`src/rtl/bluetooth_status_tx.sv`:
```
// Status reporter: serialises {HEADER, current, volume} as 8N1 UART whenever the inputs change or a report is forced.
// Optional BT_TX_CHECKSUM_EN appends an XOR checksum byte (5-byte frame instead of 4).
//
// state | meaning
// IDLE  | TXD high; snapshots inputs and starts a frame when pending
// START | start bit (TXD low) for BAUD_DIV cycles
// DATA  | 8 data bits, LSB first, BAUD_DIV cycles each
// STOP  | stop bit (TXD high); next byte or back to IDLE
module bluetooth_status_tx #(
  parameter int         BAUD_DIV = 5208,
  parameter logic [7:0] HEADER   = 8'hA5
) (
  input  logic        clk,
  input  logic        rst,
  input  logic [2:0]  current,
  input  logic [15:0] volume,
  input  logic        send_req,
  output logic        TXD,
  output logic        busy,
  output logic        frame_done
);

`ifdef BT_TX_CHECKSUM_EN
  localparam int NBYTES = 5;
`else
  localparam int NBYTES = 4;
`endif
  localparam int FW = NBYTES * 8;
  localparam int CW = $clog2(BAUD_DIV);
  localparam logic [CW-1:0] BAUD_LAST = CW'(BAUD_DIV - 1);
  localparam logic [2:0]    LAST_BYTE = 3'(NBYTES - 1);

  typedef enum logic [1:0] {S_IDLE, S_START, S_DATA, S_STOP} state_t;

  state_t        state_q, state_n;
  logic [CW-1:0] baud_q, baud_n;
  logic [2:0]    bit_q, bit_n;
  logic [2:0]    byte_q, byte_n;
  logic [FW-1:0] shift_q, shift_n;
  logic [2:0]    last_cur_q, last_cur_n;
  logic [15:0]   last_vol_q, last_vol_n;
  logic          pending_q, pending_n;
  logic          txd_q, txd_n;
  logic          baud_tc, snap, change;
  logic [FW-1:0] frame_snap;

  // Byte 0 sits in the low bits so the whole buffer shifts right one bit per data bit.
`ifdef BT_TX_CHECKSUM_EN
  assign frame_snap = {HEADER ^ {5'b0, current} ^ volume[15:8] ^ volume[7:0],
                       volume[7:0], volume[15:8], {5'b0, current}, HEADER};
`else
  assign frame_snap = {volume[7:0], volume[15:8], {5'b0, current}, HEADER};
`endif

  assign baud_tc = (baud_q == BAUD_LAST);
  assign change  = (current != last_cur_q) || (volume != last_vol_q);

  always_ff @(posedge clk) begin
    if (rst) begin
      state_q    <= S_IDLE;
      baud_q     <= '0;
      bit_q      <= '0;
      byte_q     <= '0;
      shift_q    <= '0;
      last_cur_q <= '0;
      last_vol_q <= '0;
      pending_q  <= 1'b1;
      txd_q      <= 1'b1;
    end else begin
      state_q    <= state_n;
      baud_q     <= baud_n;
      bit_q      <= bit_n;
      byte_q     <= byte_n;
      shift_q    <= shift_n;
      last_cur_q <= last_cur_n;
      last_vol_q <= last_vol_n;
      pending_q  <= pending_n;
      txd_q      <= txd_n;
    end
  end

  always_comb begin
    state_n    = state_q;
    baud_n     = baud_q;
    bit_n      = bit_q;
    byte_n     = byte_q;
    shift_n    = shift_q;
    last_cur_n = last_cur_q;
    last_vol_n = last_vol_q;
    frame_done = 1'b0;
    snap       = 1'b0;
    txd_n      = 1'b1;

    if (state_q != S_IDLE) baud_n = baud_tc ? '0 : baud_q + 1'b1;

    case (state_q)
      S_IDLE: begin
        if (pending_q) begin
          snap       = 1'b1;
          shift_n    = frame_snap;
          last_cur_n = current;
          last_vol_n = volume;
          byte_n     = '0;
          baud_n     = '0;
          state_n    = S_START;
        end
      end
      S_START: begin
        if (baud_tc) begin
          bit_n   = '0;
          state_n = S_DATA;
        end
      end
      S_DATA: begin
        if (baud_tc) begin
          shift_n = shift_q >> 1;
          if (bit_q == 3'd7) state_n = S_STOP;
          else               bit_n   = bit_q + 1'b1;
        end
      end
      S_STOP: begin
        if (baud_tc) begin
          if (byte_q == LAST_BYTE) begin
            frame_done = 1'b1;
            state_n    = S_IDLE;
          end else begin
            byte_n  = byte_q + 1'b1;
            state_n = S_START;
          end
        end
      end
      default: state_n = S_IDLE;
    endcase

    // A difference seen in the snapshot cycle is being captured right now, so it is not a new event.
    if (send_req || (change && !snap)) pending_n = 1'b1;
    else if (snap)                     pending_n = 1'b0;
    else                               pending_n = pending_q;

    case (state_n)
      S_START: txd_n = 1'b0;
      S_DATA:  txd_n = shift_n[0];
      default: txd_n = 1'b1;
    endcase
  end

  assign TXD  = txd_q;
  assign busy = (state_q != S_IDLE);

endmodule

```
`config.mk`:
```
export PLATFORM = sky130hd
export DESIGN_NAME = bluetooth_status_tx
export DESIGN_NICKNAME = d
export VERILOG_FILES = /design/src/rtl/bluetooth_status_tx.sv
export SDC_FILE = /design/constraint.sdc
export NUM_CORES = 1
export LEC_CHECK = 0
export BUFFER_PORTS_ARGS = -buffer_cell sky130_fd_sc_hd__clkbuf_2
export CAP_MARGIN = 15
export CORE_UTILIZATION = 53
export DETAILED_ROUTE_END_ITERATION = 12
export PLACE_DENSITY_LB_ADDON = 0.1
export SLEW_MARGIN = 20
export SYNTH_ARGS = -nofsm -noshare
export SYNTH_HDL_FRONTEND = slang
export SYNTH_SLANG_ARGS = --single-unit
```
`constraint.sdc`:
```
create_clock -name clk -period 2.2 [get_ports clk]
set_input_delay 0.11 -clock clk [delete_from_list [all_inputs] [get_ports clk]]
set_output_delay 0.11 -clock clk [all_outputs]
set_load 0.005 [all_outputs]
```
# After elaboration in Yosys (flattened, before gate mapping)
# Cells that the tools add are included.
classes:
  add_sub_neg: 3
  eq_ne: 16
  muxes: 28
  n_reduce_logical: 14
ops:
  columns: ["op", "count"]
  rows:
  - ["$mux W32", 2]
  - ["$pmux W32 S2", 1]
  - ["$mux W13", 4]
  - ["$mux W3", 6]
  - ["$ne A16 B16 Y1", 1]
  - ["$add A13 B1 Y13 const B", 1]
  - ["$eq A13 B13 Y1 const B", 1]
  - ["$ne A2 B2 Y1 const B", 6]
  - ["$pmux W3 S2", 2]
  - ["$mux W2", 5]
  - ["$pmux W2 S4", 1]
  - ["$reduce_and A4 Y1", 2]
  - ["$reduce_bool A2 Y1", 4]
  - ["$add A3 B1 Y3 const B", 2]
  - ["$eq A2 B2 Y1 const B", 3]
  - ["$mux W1", 6]
  - ["$eq A2 B1 Y1 const B", 2]
  - ["$eq A3 B2 Y1 const B", 1]
  - ["$eq A3 B3 Y1 const B", 1]
  - ["$ne A3 B3 Y1", 1]
  - ["$reduce_and A3 Y1", 1]
  - ["$logic_not A2 Y1", 1]
  - ["$logic_or A1 B1 Y1", 2]
  - ["$pmux W1 S2", 1]
  - ["other kinds (4)", 4]
totals:
  reg_bits: 74
  in_bits: 22
  out_inout_bits: 3
  elab_cells: 71

# Longest topological paths before layout
# Gate-level depths: netlist (run 1).
depth:
  word_depth: 6
  mapped_depth: 7
  ltp_nobuf: 6

# Least setup slack after synthesis (run 1)
# No wires, ideal clock.
synth_timing:
  kind: "register to register"
  from: "register baud_q[0]"
  to: "register byte_q[2]"
  setup_time_ns: 0.092
  arrival_ns: 1.535
  t_required_ns: 2.108
  path_slack_ns: 0.573
  stages_incl_launch_ff: 6
  path_buffers: 0
  period_less_slack_ns: 1.627
  cell_sequence: "dfxtp_1 > ha_1 > and4bb_2 > nand3_2 > or4_1 > o32ai_1"
synth_between:
  elab_chain_cells: 3
synth_rtl:
  columns: ["element", "line_no", "source"]
  rows:
  - ["from (decl)", "36", "logic [CW-1:0] baud_q, baud_n;"]
  - ["from (signal assigned)", "71", "baud_q <= baud_n;"]
  - ["$eq A13 B13 Y1", "55", "assign baud_tc = (baud_q == BAUD_LAST);"]
  - ["$ne A2 B2 Y1 (no line)", null, null]
  - ["$reduce_and A4 Y1 (no line)", null, null]
  - ["to (signal assigned)", "73", "byte_q <= byte_n;"]
  - ["to (decl)", "38", "logic [2:0] byte_q, byte_n;"]
# Every way passes these cells.
# A chain may end at the register's enable or synchronous reset.

# Worst setup path after layout (run 1)
layout_timing:
  from: "register baud_q[1]"
  to: "output port frame_done"
layout_between:
  elab_chain_cells: 3
layout_rtl:
  columns: ["element", "line_no", "source"]
  rows:
  - ["$eq A13 B13 Y1", "55", null]
  - ["$mux W1", "122", "if (baud_tc) begin"]
  - ["$mux W1", "96", "case (state_q)"]
  - ["to (decl)", "20", "output logic frame_done"]
# Every way passes these cells.

==> impl_metrics.prom, run 1 <==
# TYPE chip_impl_metric gauge
chip_impl_info{name="outcome",value="finished clean"} 1
chip_impl_info{name="cts_root_buf",value="sky130_fd_sc_hd__clkbuf_8"} 1
chip_impl_metric{name="layout.filler_cells",unit=""} 544
chip_impl_metric{name="timing.max_slew.rel_slack",unit="%"} 66.35
chip_impl_metric{name="crit_fanout",unit=""} 18
chip_impl_metric{name="multi_input_comb_area",unit="um2"} 1740
chip_impl_info{name="synthTopCellsByArea",value="sky130_fd_sc_hd__dfxtp_1 44%, sky130_fd_sc_hd__nand2_1 8.5%, sky130_fd_sc_hd__nand3_1 6.1%"} 1
chip_impl_metric{name="number_of_global_route_vias_before_repair",unit=""} 2568
chip_impl_metric{name="final.hold.worst_slack",unit="ns"} 0.02725
chip_impl_metric{name="grt_overflow_total",unit=""} 0
chip_impl_metric{name="clock_latency",unit="ns"} 0.35
chip_impl_metric{name="placed_wire_length_estimate",unit="mm"} 4.943
chip_impl_metric{name="drtIter0Drc",unit=""} 316
chip_impl_metric{name="synth_cells",unit=""} 410
chip_impl_metric{name="ctsHtreeMaxLevel",unit=""} 3
chip_impl_metric{name="global_route.usage.total",unit="%"} 23.89
chip_impl_metric{name="wl_per_cell",unit="um"} 14.62
chip_impl_metric{name="period_share",unit="%"} 93.36
chip_impl_metric{name="pwr_density",unit="nW/um2"} 750.0
chip_impl_metric{name="postSynthAreaPerCell",unit="um2"} 8.203
chip_impl_metric{name="number_of_slew_limit_violations_in_the_final_report",unit=""} 0
chip_impl_metric{name="final-seq-area",unit="um2"} 1483
chip_impl_metric{name="max_stage_delay",unit="ns"} 0.38
chip_impl_metric{name="netlist.area_leader.share",unit="%"} 44.05
chip_impl_metric{name="drive_gt1_share",unit="%"} 14.35
chip_impl_info{name="critical_path_class",value="reg -> out"} 1
chip_impl_metric{name="drc_errors",unit=""} 0
chip_impl_metric{name="crit_arrival",unit="ns"} 1.94
chip_impl_metric{name="synthArstFlopShare",unit="%"} 0
chip_impl_metric{name="core_region_area",unit="um2"} 6026
chip_impl_metric{name="clk_pin_slew_worst_paths",unit="ns"} 0.08
chip_impl_metric{name="setup-violations-final",unit=""} 0
chip_impl_metric{name="die_height",unit="um"} 81.66
chip_impl_metric{name="die_x",unit="um"} 81.66
chip_impl_metric{name="floorplan.die_area",unit="um2"} 6668
chip_impl_metric{name="num_rows",unit=""} 28
chip_impl_metric{name="fin_hold_viols",unit=""} 0
chip_impl_metric{name="grt_start_max_net_pins",unit=""} 51
chip_impl_metric{name="num_antenna_cells",unit=""} 0
chip_impl_metric{name="yosys.cell_types.count",unit=""} 52
chip_impl_metric{name="final_critical_path_setup_slack",unit="ns"} 0.1462
chip_impl_metric{name="number_of_antenna_violations_at_the_first_check_in_global_routing",unit=""} 0
chip_impl_metric{name="worst_clock_skew",unit="ns"} 0.01094
chip_impl_metric{name="post_dp_cell_area",unit="um2"} 3512
chip_impl_metric{name="route.vias.total",unit=""} 3025
chip_impl_metric{name="totalPowerFinal",unit="mW"} 2.817
chip_impl_info{name="ys_dominant_reg_cell",value="sky130_fd_sc_hd__dfxtp_1"} 1
chip_impl_metric{name="critPathRequiredTime",unit="ns"} 2.09
chip_impl_metric{name="leakage_power",unit="nW"} 1.389
chip_impl_metric{name="tritoncts_num_sinks",unit=""} 74
chip_impl_metric{name="post-route-min-period",unit="ns"} 2.054
chip_impl_metric{name="synth.yosys.warnings",unit=""} 0
chip_impl_metric{name="buffer_ports.inserted",unit=""} 24
chip_impl_metric{name="routed_wirelength",unit="mm"} 7.413
chip_impl_metric{name="syn-cell-area",unit="um2"} 3363
chip_impl_metric{name="synth_edf_count",unit=""} 0
chip_impl_metric{name="antenna_violating_nets_post_route",unit=""} 0
chip_impl_info{name="layout_commonest_cell",value="sky130_fd_sc_hd__nand2_1"} 1
chip_impl_info{name="crit_path_capture_type",value="output pin"} 1
chip_impl_metric{name="io-pin-count",unit=""} 25
chip_impl_metric{name="postSynthNetCount",unit=""} 437
chip_impl_info{name="worstPathCellList",value="ha_2 > and4bb_2 > nand3_2 > buf_4 > nor3_1 > clkbuf_2"} 1
chip_impl_metric{name="design_area",unit="um2"} 3756
chip_impl_info{name="grt_setup_unrepaired",value="no"} 1
chip_impl_metric{name="ys_seq_area_share",unit="%"} 44.05
chip_impl_metric{name="post_cts_hold_buffer_count",unit=""} 0
chip_impl_metric{name="cts-buffers-inserted",unit=""} 9
chip_impl_metric{name="area_growth",unit="%"} 11.68
chip_impl_info{name="final_cell_mix",value="76 x sky130_fd_sc_hd__nand2_1, 73 x sky130_fd_sc_hd__dfxtp_1, 41 x sky130_fd_sc_hd__nand3_1"} 1
chip_impl_metric{name="slew_worst_pin",unit="ns"} 0.4980
chip_impl_metric{name="final_core_utilization",unit="%"} 62.33
chip_impl_metric{name="finalWeightedCongestion",unit=""} 0.9058
chip_impl_info{name="tritoncts_clock_tree",value="yes"} 1
chip_impl_metric{name="placedCellCount",unit=""} 488
chip_impl_metric{name="peakVddDrop",unit="mV"} 0.4849
chip_impl_info{name="worst_setup_path_start_kind",value="flop"} 1
chip_impl_metric{name="route.detailed.vias_per_inst",unit=""} 5.966
chip_impl_metric{name="pre_cts_ws",unit="ns"} 0.3756
chip_impl_metric{name="max_freq",unit="MHz"} 486.9
chip_impl_metric{name="drv.max_cap_violation_count",unit=""} 0
chip_impl_info{name="netlist.top_cell.by_area",value="sky130_fd_sc_hd__dfxtp_1"} 1
chip_impl_metric{name="timing.setup.tns",unit="ns"} 0
chip_impl_metric{name="finish.cell_count_without_fillers",unit=""} 507
chip_impl_info{name="timing.hold.worst.class",value="in -> reg"} 1
chip_impl_metric{name="ff_latch_count_synth",unit=""} 74
chip_impl_metric{name="detailedRoute.firstPassIterationCount",unit=""} 5
chip_impl_metric{name="first_pass_grt_wire_length",unit="mm"} 12.11
chip_impl_metric{name="layout.nets",unit=""} 454
chip_impl_info{name="crit_path_top_delay_cell",value="sky130_fd_sc_hd__dfxtp_1"} 1
chip_impl_metric{name="clockBufferDepth",unit=""} 2
chip_impl_metric{name="start_util",unit="%"} 55.81
-- path summary, 6_finish.rpt --
path,start,endpoint,slack (ns),cells past startpoint
max,baud_q[1],frame_done,0.15,6
min,volume[15],last_vol_q[15],0.03,3
max reg2reg,baud_q[10],bit_q[0],0.33,4
min reg2reg,bit_q[1],bit_q[1],0.46,2
-- metal layers --
metal	track usage (%)	part of all wire [%]
met5	0	0
met4	10.70	1.7
met3	3.889	5.7
met2	34.67	45
met1	34.55	47
-- area by class of cell --
class	instances	area share, %
Multi-Input combinational cell	303	46.34
Clock inverter	6	2.398
Inverter	3	0.2998
Timing Repair Buffer	36	5.596
Sequential cell	74	39.47
Tap cell	75	2.498
Clock buffer	10	3.398
-- registers in the layout, summed over array words and instances (netlist names) --
name        count
shift_q        32
state_q         2
bit_q           3
last_cur_q      3
byte_q          3
baud_q         13
pending_q       1
last_vol_q     16
TXD             1
-- synth_stat cells (2+ instances only) --
cell type                   instances
sky130_fd_sc_hd__buf_2              9
sky130_fd_sc_hd__a21oi_1           37
sky130_fd_sc_hd__buf_1              2
sky130_fd_sc_hd__o2bb2ai_1          2
sky130_fd_sc_hd__nor2b_1            2
sky130_fd_sc_hd__a41oi_1            2
sky130_fd_sc_hd__o22ai_1            2
sky130_fd_sc_hd__nand2b_1           4
sky130_fd_sc_hd__nor4_1             7
sky130_fd_sc_hd__mux2i_1            2
sky130_fd_sc_hd__nand4_1            6
sky130_fd_sc_hd__or2_2              4
sky130_fd_sc_hd__dfxtp_1           74
sky130_fd_sc_hd__inv_1              3
sky130_fd_sc_hd__and3_1             4
sky130_fd_sc_hd__ha_1               5
sky130_fd_sc_hd__a31oi_1           31
sky130_fd_sc_hd__or3_1              4
sky130_fd_sc_hd__nor3b_1            2
sky130_fd_sc_hd__clkbuf_1          17
sky130_fd_sc_hd__nand3b_1           3
sky130_fd_sc_hd__nor2_1            14
sky130_fd_sc_hd__o21ai_0            2
sky130_fd_sc_hd__nor3_1             9
sky130_fd_sc_hd__xor2_1            18
sky130_fd_sc_hd__xnor2_1            2
sky130_fd_sc_hd__nand2_1           76
sky130_fd_sc_hd__nand3_1           41
sky130_fd_sc_hd__and4b_1            2
sky130_fd_sc_hd__a311oi_1           2
-- power breakdown --
part / internal [mW] / switching (mW) / leakage (nW)
clock network: 0.643 / 0.513 / 0.107
logic: 0.0883 / 0.139 / 0.676
registers: 1.40 / 0.0374 / 0.606
-- what timing repair did --
item	in CTS	in global routing
resized for setup	0	2
setup endpoints to repair	0	1
buffers inserted	0	3
-- cell families after synthesis --
logic type | after synthesis | share of synthesized area, %
AOI/OAI and AO/OA | 87 | 15.77
DFF | 74 | 44.05
adders and majority gates | 5 | 1.860
and+or+nand+nor | 189 | 28.24
buffers and inverters | 33 | 4.278
xor gates and xnor gates | 20 | 5.208
muxes | 2 | 0.5953
-- critical path: cells and delay by family, from the launching register on --
| family | cells | cell delay, ns |
|---|---|---|
| buf+inv | 2 | 0.38 |
| simple gates | 3 | 0.60 |
| fa+ha+maj | 1 | 0.24 |
| flops | 1 | 0.38 |
No activity file was read; power rests on OpenSTA's default activity.
==> inputs of run 2 (changes only) <==
- CTS_CLUSTER_SIZE: unset -> 14
- clock period: 2.2 -> 1.71 ns (I/O delays scaled with it)
==> run 2 against run 1 <==
Effect of this change:
- die area is the same
- non-clock buffer count grew 34
- utilization grew 6.1 points
- via count grew 4.2%
- clock power grew 23%
- clock-buffer cell count shrank 1
- register-to-register slack lost 0.30 ns
- largest cell class unchanged
- largest power group unchanged
==> impl_metrics.prom, run 2 (synthesis results as in run 1) <==
# TYPE chip_impl_metric gauge
chip_impl_info{name="r2r-end",value="byte_q[2]"} 1
chip_impl_metric{name="design_area",unit="um2"} 4125
chip_impl_metric{name="number_of_antenna_violations_at_the_first_check_in_global_routing",unit=""} 0
chip_impl_metric{name="peakVddDrop",unit="mV"} 0.7023
chip_impl_info{name="critical_path_class",value="reg -> reg"} 1
chip_impl_metric{name="die_x",unit="um"} 81.66
chip_impl_metric{name="finalWeightedCongestion",unit=""} 0.8488
chip_impl_metric{name="post_dp_cell_area",unit="um2"} 3702
chip_impl_metric{name="buffer_ports.inserted",unit=""} 24
chip_impl_metric{name="max_freq",unit="MHz"} 593.7
chip_impl_metric{name="start_util",unit="%"} 55.81
chip_impl_info{name="layout_commonest_cell",value="sky130_fd_sc_hd__nand2_1"} 1
chip_impl_metric{name="clock_latency",unit="ns"} 0.36
chip_impl_metric{name="fin_hold_viols",unit=""} 0
chip_impl_info{name="worst_setup_path_start_kind",value="flop"} 1
chip_impl_metric{name="leakage_power",unit="nW"} 1.549
chip_impl_info{name="final_cell_mix",value="76 x sky130_fd_sc_hd__nand2_1, 69 x sky130_fd_sc_hd__dfxtp_1, 41 x sky130_fd_sc_hd__nand3_1"} 1
chip_impl_metric{name="cts-buffers-inserted",unit=""} 9
chip_impl_metric{name="r2r_slack",unit="ns"} 0.03
chip_impl_metric{name="final-seq-area",unit="um2"} 1488
chip_impl_metric{name="num_antenna_cells",unit=""} 0
chip_impl_info{name="largest_registers_ranked_by_flip_flop_count",value="shift_q x32, last_vol_q x16, baud_q x13"} 1
chip_impl_metric{name="placed_wire_length_estimate",unit="mm"} 5.161
chip_impl_metric{name="crit_fanout",unit=""} 7
chip_impl_metric{name="routed_wirelength",unit="mm"} 8.022
chip_impl_info{name="cts_root_buf",value="sky130_fd_sc_hd__clkbuf_8"} 1
chip_impl_metric{name="area_growth",unit="%"} 22.66
chip_impl_metric{name="period_share",unit="%"} 98.50
chip_impl_info{name="worstPathCellList",value="nor4b_4 > buf_6 > nand3_2 > or4_1 > o32ai_1"} 1
chip_impl_metric{name="clockBufferDepth",unit=""} 2
chip_impl_info{name="timing.hold.worst.class",value="in -> reg"} 1
chip_impl_metric{name="worst_clock_skew",unit="ns"} 0.01280
chip_impl_metric{name="worstRegToRegCells",unit=""} 5
chip_impl_metric{name="tritoncts_num_sinks",unit=""} 74
chip_impl_metric{name="ctsHtreeMaxLevel",unit=""} 3
chip_impl_metric{name="drc_errors",unit=""} 0
chip_impl_metric{name="drive_gt1_share",unit="%"} 21.67
chip_impl_metric{name="critPathRequiredTime",unit="ns"} 1.97
chip_impl_metric{name="max_stage_delay",unit="ns"} 0.54
chip_impl_metric{name="layout.nets",unit=""} 488
chip_impl_metric{name="drtIter0Drc",unit=""} 227
chip_impl_metric{name="number_of_global_route_vias_before_repair",unit=""} 2767
chip_impl_metric{name="clk_pin_slew_worst_paths",unit="ns"} 0.09
chip_impl_metric{name="global_route.usage.total",unit="%"} 25.25
chip_impl_info{name="tritoncts_clock_tree",value="yes"} 1
chip_impl_metric{name="grt_overflow_total",unit=""} 0
chip_impl_metric{name="antenna_violating_nets_post_route",unit=""} 0
chip_impl_info{name="outcome",value="finished clean"} 1
chip_impl_info{name="largest-register",value="shift_q"} 1
chip_impl_info{name="crit_path_top_delay_cell",value="sky130_fd_sc_hd__or4_1"} 1
chip_impl_metric{name="crit_arrival",unit="ns"} 1.95
chip_impl_metric{name="multi_input_comb_area",unit="um2"} 1808
chip_impl_metric{name="timing.max_slew.rel_slack",unit="%"} 68.18
chip_impl_metric{name="setup-violations-final",unit=""} 0
chip_impl_metric{name="num_rows",unit=""} 28
chip_impl_info{name="grt_setup_unrepaired",value="yes"} 1
chip_impl_metric{name="number_of_slew_limit_violations_in_the_final_report",unit=""} 0
chip_impl_metric{name="min_delay_path_depth",unit=""} 3
chip_impl_metric{name="final_core_utilization",unit="%"} 68.46
chip_impl_metric{name="core_region_area",unit="um2"} 6026
chip_impl_metric{name="drv.max_cap_violation_count",unit=""} 0
chip_impl_metric{name="detailedRoute.firstPassIterationCount",unit=""} 5
chip_impl_info{name="worst_r2r_startpoint",value="baud_q[8]"} 1
chip_impl_info{name="critPathCapture",value="byte_q[2]"} 1
chip_impl_metric{name="slew_worst_pin",unit="ns"} 0.4773
chip_impl_info{name="crit_path_capture_type",value="flop"} 1
chip_impl_metric{name="final.hold.worst_slack",unit="ns"} 0.006749
chip_impl_metric{name="route.vias.total",unit=""} 3152
chip_impl_metric{name="first_pass_grt_wire_length",unit="mm"} 12.90
chip_impl_metric{name="route.detailed.vias_per_inst",unit=""} 5.826
chip_impl_info{name="worst_setup_path_startpoint",value="baud_q[8]"} 1
chip_impl_metric{name="grt_start_max_net_pins",unit=""} 40
chip_impl_metric{name="timing.setup.tns",unit="ns"} 0
chip_impl_metric{name="pwr_density",unit="nW/um2"} 875.1
chip_impl_metric{name="post-route-min-period",unit="ns"} 1.684
chip_impl_metric{name="die_height",unit="um"} 81.66
chip_impl_metric{name="io-pin-count",unit=""} 25
chip_impl_metric{name="layout.filler_cells",unit=""} 535
chip_impl_info{name="holdCritStartpoint",value="current[1]"} 1
chip_impl_metric{name="largest_reg_flops",unit=""} 32
chip_impl_metric{name="floorplan.die_area",unit="um2"} 6668
chip_impl_metric{name="wl_per_cell",unit="um"} 14.83
-- run 2: cell count changes in the layout (fill, tap and decap cells not counted), moves of 3 or more --
cell and change:
sky130_fd_sc_hd__dfxtp_1 -4, sky130_fd_sc_hd__dfxtp_2 +4, sky130_fd_sc_hd__inv_6 +3, sky130_fd_sc_hd__dlygate4sd3_1 +10, sky130_fd_sc_hd__buf_4 +21
-- run 2: area by class of cell --
cell class                      instances  area share [%]
Clock buffer                            9           3.003
Clock inverter                          7           1.971
Timing Repair Buffer                   70           12.59
Multi-Input combinational cell        303           43.83
Tap cell                               75           2.275
Sequential cell                        74           36.06
Inverter                                3          0.2730
-- run 2: metrics by stage --
stage	power (mW)	setup slack, ns	std cells
after floorplan	2.079	0.08299	410
after global placement	2.191	-0.01551	510
after detailed placement	2.199	-0.007760	510
after CTS	3.629	0.0009471	541
after global routing	3.761	-0.01936	541
final	3.610	0.02573	541
-- run 2: repair_timing --
action | 4_1_cts | 5_1_grt
setup endpoints to repair | 7 | 13
gates cloned | 0 | 0
hold buffers | 10 | 0
hold endpoints to repair | 10 | 0
setup buffers | 5 | 0
resized for setup | 10 | 11
pin swaps | 6 | 4
-- run 2: routing by layer --
layer	wire length (um)	track usage, %	share of wire (%)	vias to the layer above
li1	-	-	-	1574
met1	3919	35.05	49	1466
met2	3624	38.83	45	96
met3	330	5.000	4.1	16
met4	147	8.947	1.8	0
met5	0	0	0	-
-- run 2: critical path: cells and delay by family, from the launching register on --
family                 cells  cell delay (ns)
AND/OR/NAND/NOR            3             0.94
flip-flops                 1             0.34
buffers and inverters      1             0.18
AO/OA/AOI/OAI              1             0.14
-- run 2: how the worst min path moves through the flow --
stage | endpoint | slack [ns]
final | last_cur_q[1] | 0.007
after global routing | last_vol_q[3] | 0.002
after CTS | last_vol_q[8] | 0.002
after detailed placement | last_vol_q[6] | 0.37
after global placement | last_vol_q[6] | 0.36
after floorplan | pending_q | 0.24
-- run 2: report_power, final --
part	total (mW)	internal (mW)	switching (mW)	leakage, nW
sequential	1.84	1.80	0.0431	0.608
combinational	0.344	0.148	0.196	0.840
clock	1.43	0.697	0.729	0.101
